<file path="src/rtl/seq_sub_pkg.sv">
// Shared definitions for the multi-cycle subtractor: state encoding, slice count
// and the parameter-legality helper.
package seq_sub_pkg;

    localparam int WIDTH_DEF = 32;
    localparam int DIGIT_DEF = 4;
    localparam int N         = WIDTH_DEF / DIGIT_DEF;

    localparam logic [1:0] S_IDLE = 2'd0;
    localparam logic [1:0] S_RUN  = 2'd1;
    localparam logic [1:0] S_DONE = 2'd2;

    typedef enum logic [1:0] {
        ST_IDLE = S_IDLE,
        ST_RUN  = S_RUN,
        ST_DONE = S_DONE
    } state_t;

    function automatic int num_slices(input int width, input int digit);
        return width / digit;
    endfunction

    function automatic bit digit_legal(input int width, input int digit);
        return (digit > 0) && (digit <= width) && ((width % digit) == 0);
    endfunction

endpackage

</file>
<file path="src/rtl/full_adder.sv">
// One-bit full adder cell.
module full_adder (
    input  logic i_a,
    input  logic i_b,
    input  logic i_cin,
    output logic o_sum,
    output logic o_cout
);
    assign o_sum  = i_a ^ i_b ^ i_cin;
    assign o_cout = (i_a & i_b) | (i_cin & (i_a ^ i_b));
endmodule

</file>
<file path="src/rtl/seq_sub_digit_subtractor.sv">
// Combinational DIGIT-bit subtract slice: a + ~b + ~borrow_in on a ripple of
// full adders, so the borrow out is the inverted carry out.
module digit_subtractor #(
    parameter int DIGIT = 4
) (
    input  logic [DIGIT-1:0] i_a,
    input  logic [DIGIT-1:0] i_b,
    input  logic             i_bin,
    output logic [DIGIT-1:0] o_diff,
    output logic             o_bout
);
    logic [DIGIT-1:0] w_nb;
    logic [DIGIT:0]   w_carry;

    assign w_nb       = ~i_b;
    assign w_carry[0] = ~i_bin;
    assign o_bout     = ~w_carry[DIGIT];

    for (genvar gi = 0; gi < DIGIT; gi++) begin : g_bit
        full_adder u_fa (
            .i_a    (i_a[gi]),
            .i_b    (w_nb[gi]),
            .i_cin  (w_carry[gi]),
            .o_sum  (o_diff[gi]),
            .o_cout (w_carry[gi+1])
        );
    end
endmodule

</file>
<file path="src/rtl/seq_subtractor.sv">
// Multi-cycle subtractor: one DIGIT-bit slice per clock, LSB first, with a
// registered borrow between slices and valid/ready on both sides.
import seq_sub_pkg::*;

module seq_subtractor #(
    parameter int WIDTH = 32,
    parameter int DIGIT = 4
) (
    input  logic             i_clk,
    input  logic             i_rst,
    input  logic             i_valid,
    output logic             o_ready,
    input  logic [WIDTH-1:0] i_a,
    input  logic [WIDTH-1:0] i_b,
    output logic             o_valid,
    input  logic             i_ready,
    output logic [WIDTH-1:0] o_diff,
    output logic             o_borrow,
    output logic             o_overflow
);
    localparam int NSL = num_slices(WIDTH, DIGIT);
    localparam int CW  = (NSL > 1) ? $clog2(NSL) : 1;
    localparam logic [CW-1:0] CNT_LAST = CW'(NSL - 1);

    if (!digit_legal(WIDTH, DIGIT)) begin : g_bad_digit
        $error("seq_subtractor: DIGIT must divide WIDTH");
    end

    state_t             r_state;
    logic [CW-1:0]      r_cnt;
    logic [WIDTH-1:0]   r_a;
    logic [WIDTH-1:0]   r_b;
    logic [WIDTH-1:0]   r_res;
    logic               r_borrow;
    logic               r_a_msb;
    logic               r_b_msb;
    logic [WIDTH-1:0]   r_diff;
    logic               r_bout;
    logic               r_ovf;

    logic [DIGIT-1:0]       w_slice_diff;
    logic                   w_slice_bout;
    logic [WIDTH+DIGIT-1:0] w_res_cat;
    logic [WIDTH-1:0]       w_res_next;
    logic                   w_ovf_next;

    digit_subtractor #(.DIGIT(DIGIT)) u_slice (
        .i_a    (r_a[DIGIT-1:0]),
        .i_b    (r_b[DIGIT-1:0]),
        .i_bin  (r_borrow),
        .o_diff (w_slice_diff),
        .o_bout (w_slice_bout)
    );

    // New slice enters at the top; concatenating first keeps DIGIT==WIDTH legal.
    assign w_res_cat  = {w_slice_diff, r_res};
    assign w_res_next = w_res_cat[WIDTH+DIGIT-1:DIGIT];
    assign w_ovf_next = (r_a_msb != r_b_msb) && (w_res_next[WIDTH-1] != r_a_msb);

    assign o_ready    = (r_state == ST_IDLE);
    assign o_valid    = (r_state == ST_DONE);
    assign o_diff     = r_diff;
    assign o_borrow   = r_bout;
    assign o_overflow = r_ovf;

    // Control FSM, slice counter, operand/result shift registers and result outputs.
    always_ff @(posedge i_clk) begin
        if (i_rst) begin
            r_state  <= ST_IDLE;
            r_cnt    <= '0;
            r_a      <= '0;
            r_b      <= '0;
            r_res    <= '0;
            r_borrow <= 1'b0;
            r_a_msb  <= 1'b0;
            r_b_msb  <= 1'b0;
            r_diff   <= '0;
            r_bout   <= 1'b0;
            r_ovf    <= 1'b0;
        end else begin
            case (r_state)
                ST_IDLE: begin
                    if (i_valid) begin
                        r_a      <= i_a;
                        r_b      <= i_b;
                        r_a_msb  <= i_a[WIDTH-1];
                        r_b_msb  <= i_b[WIDTH-1];
                        r_borrow <= 1'b0;
                        r_cnt    <= '0;
                        r_state  <= ST_RUN;
                    end
                end
                ST_RUN: begin
                    r_res    <= w_res_next;
                    r_a      <= r_a >> DIGIT;
                    r_b      <= r_b >> DIGIT;
                    r_borrow <= w_slice_bout;
                    r_cnt    <= r_cnt + CW'(1);
                    if (r_cnt == CNT_LAST) begin
                        r_diff  <= w_res_next;
                        r_bout  <= w_slice_bout;
                        r_ovf   <= w_ovf_next;
                        r_state <= ST_DONE;
                    end
                end
                ST_DONE: begin
                    if (i_ready) begin
                        r_state <= ST_IDLE;
                    end
                end
                default: begin
                    r_state <= ST_IDLE;
                end
            endcase
        end
    end
endmodule

</file>
<file path="config.mk">
export PLATFORM = sky130hd
export DESIGN_NAME = seq_subtractor
export DESIGN_NICKNAME = d
export VERILOG_FILES = /design/src/rtl/seq_sub_pkg.sv /design/src/rtl/full_adder.sv /design/src/rtl/seq_sub_digit_subtractor.sv /design/src/rtl/seq_subtractor.sv
export SDC_FILE = /design/constraint.sdc
export NUM_CORES = 1
export LEC_CHECK = 0
export BUFFER_PORTS_ARGS = -buffer_cell sky130_fd_sc_hd__buf_2
export CAP_MARGIN = 10
export CORE_ASPECT_RATIO = 0.7
export CORE_UTILIZATION = 52
export CTS_CLUSTER_DIAMETER = 60
export DETAILED_ROUTE_END_ITERATION = 6
export PLACE_DENSITY_LB_ADDON = 0.15
export SLEW_MARGIN = 0
export SYNTH_ARGS = -nofsm -noshare
export SYNTH_HDL_FRONTEND = slang
export SYNTH_HIERARCHICAL = 1
export SYNTH_SLANG_ARGS = --single-unit
</file>
<file path="constraint.sdc">
create_clock -name i_clk -period 3.3 [get_ports i_clk]
set_input_delay 0.825 -clock i_clk [delete_from_list [all_inputs] [get_ports i_clk]]
set_output_delay 0.825 -clock i_clk [all_outputs]
set_load 0.01 [all_outputs]
</file>
==> summary.md <==
| Metric | Value |
|---|---|
| Largest net degree at the start of global routing | `95` |
| Total number of vias | `4348` |
| Fmax | `376 MHz` |
| CP Data Arrival Time | `2.97 ns` |
| Routed length per instance | `14.4 um` |
| TritonCTS Sinks | `134` |
| Initial antenna violation count | `0` |
| Area grow syn2layout | `19.8%` |
| Inserted Clock Buffers | `17` |
| Setup ws final | `0.641 ns` |
| Row count | `31` |
| Detailed placement HPWL | `7630 um` |
| Critical Path Fanout Max | `4` |
| Top cells by count, synth | `dfxtp_1 (134), nand2_1 (131), a21oi_1 (70)` |
| Setup bufs post-CTS | `0` |
| Setup Total Neg Slack | `0 ns` |
| Seq/Total Area, Yosys | `48.2%` |
| R2R depth | `8` |
| Hold Path Class | `flip-flop to flip-flop` |
| Root Driver | `clkbuf_16` |
| Failing checks | `design-rule violations` |
| Port Buffers | `103` |
| Final Hold Fails | `0` |
| Post-synth EDFFs | `0` |
| Final core utilization | `64.3%` |
| Pre-CTS WS | `0.672 ns` |
| Die Ht | `88.5 um` |
| Power density cells | `633 nW/um^2` |
| Post-layout net count | `752` |
| Antenna cell count | `0` |
| Via/cell ratio | `5.30` |
| Crit path capture type | `flip-flop` |
| Post-CTS Resized | `0` |
| Yosys top cell by area | `dfxtp_1` |
| ANT nets after route | `0` |
| Required time of the critical path | `3.61 ns` |
| Hold buffer count at cts | `0` |
| Synth Register Bits | `134` |
| Clock tree buffer depth | `2` |
| Skew-Pair Late Insertion Delay | `0.41 ns` |
| First-pass GRT wire length | `18900 um` |
| Max cap viols | `0` |
| Drt total wl | `11800 um` |
| RSZ-0062 raised after global routing | `false` |
| Top FF cell, synth | `dfxtp_1` |
| Worst setup SP type | `flip-flop` |
| Core area | `10400 um^2` |
| Die Area | `11100 um^2` |
| P_leak | `2.66 nW` |
| Synth top area cells | `dfxtp_1 (48%), mux2i_1 (10%), nand2_1 (8.8%)` |
| Clock slew at reported path FFs | `0.05 ns` |
| Clock skew | `0.00588 ns` |
| Total Routing Usage GR | `22.0%` |
| Most frequent cell after synthesis | `dfxtp_1` |
| H-tree levels | `4` |
| Crit Path Category | `flip-flop to flip-flop` |
| Die W | `126 um` |
| Slew HR | `19.2%` |
| Maximum vdd drop | `0.383 mV` |
| Final slew viol count | `0` |
| Final period util | `80.6%` |
| Layout cell share with drive strength beyond 1 | `26.1%` |
| Initial Utilization | `53.7%` |
| Hold Crit Depth | `2` |
| Final min period | `2.66 ns` |
| Synthesized area | `5560 um^2` |
| Post-synth cell types | `30` |
| Gate Count Post-Synth | `599` |
| Status | `finished, violations left` |
| Ys Warns | `6` |
| Io pins | `104` |
| Final Instance Count excl. Fillers | `821` |
| Vias in the first global route | `3893` |
| GRT overflow | `0` |
| # setup viols final | `0` |
| DR iter-0 viols | `270` |
| Dpl cells | `791` |
| DRC | `8` |
| Average size of a mapped cell | `9.28 um^2` |
| CTS tree | `done` |
| DR pass1 iterations | `7` |
| Synthesized Nets | `673` |
| Slew at the pin with the worst max-slew slack | `1.21 ns` |
| GPL Wtd Cong | `0.733` |
| Ys async rst share | `0%` |
| Post-synth top area share | `48.2%` |
-- cell type report --
cell class                      instances  area [um^2]
Fill cell                             887         3690
Multi-Input combinational cell        409         2540
Inverter                                6         22.5
Clock inverter                          8          143
Sequential cell                       134         2690
Timing Repair Buffer                  110          596
Clock buffer                           22          505
Tap cell                              132          165
-- registers in the layout (all words and copies together), names as in the netlist --
register,flops
o_diff,32
r_b_msb,1
r_res,28
r_borrow,1
o_overflow,1
o_borrow,1
r_a,32
r_cnt,3
r_a_msb,1
r_b,32
r_state,2
-- kinds of logic (layout without fill, tap and decap cells) --
group | count (synthesis) | after routing | synth area share, %
AOI/OAI and AO/OA | 136 | 136 | 18.5
adders and majority gates | 6 | 6 | 1.89
DFF | 134 | 134 | 48.2
buffers and inverters | 56 | 146 | 6.03
muxes | 57 | 57 | 10.3
and+or+nand+nor | 210 | 210 | 15.1
-- metal layers --
metal / vias to the layer above / part of all wire [%] / global-route usage, %
li1: 2206 / - / -
met1: 2027 / 51 / 30.9
met2: 102 / 42 / 32.2
met3: 13 / 5.5 / 6.11
met4: 0 / 1.2 / 8.65
met5: - / 0 / 0
-- path summary, 6_finish.rpt --
check	from	endpoint	slack, ns
worst max-delay path	r_b[0]	o_overflow	0.64
worst min-delay path	o_diff[26]	o_diff[26]	0.45
worst max register to register	r_b[0]	o_overflow	0.64
worst min register to register	o_diff[26]	o_diff[26]	0.45
-- stage by stage --
step	hold slack [ns]	instance area (um^2)	total power [mW]
after global routing	0.469	6660	4.38
after global placement	0.441	6010	2.19
after CTS	0.456	6660	4.25
after detailed placement	0.448	6010	2.20
final	0.451	6660	4.22
after floorplan	0.432	5560	2.11
-- cells in the final DEF, fill, tap and decap left out, types with 2 or more instances in the layout --
master	instances
ha_1	2
dfxtp_1	133
nor2_1	67
buf_12	2
buf_4	6
nand3_1	3
a211oi_1	23
nand2b_1	2
a22oi_1	6
fa_1	4
buf_2	102
inv_1	6
clkinv_2	3
clkbuf_16	18
mux2i_1	57
a21oi_1	70
clkbuf_8	4
a211oi_2	34
nand2_1	131
bufinv_16	4
-- worst max-delay path: stages, from the launching register on --
cell      delay, ns
dfxtp_1        0.33
inv_1          0.06
fa_1           0.41
fa_1           0.39
fa_1           0.39
fa_1           0.52
nor2_1         0.13
a21oi_1        0.07
a211oi_1       0.28
-- where the power goes --
group          switching (mW)  internal, mW
registers              0.0599          1.70
logic                   0.231         0.178
clock network           0.666          1.38
Power figures use the tool's default switching activity.
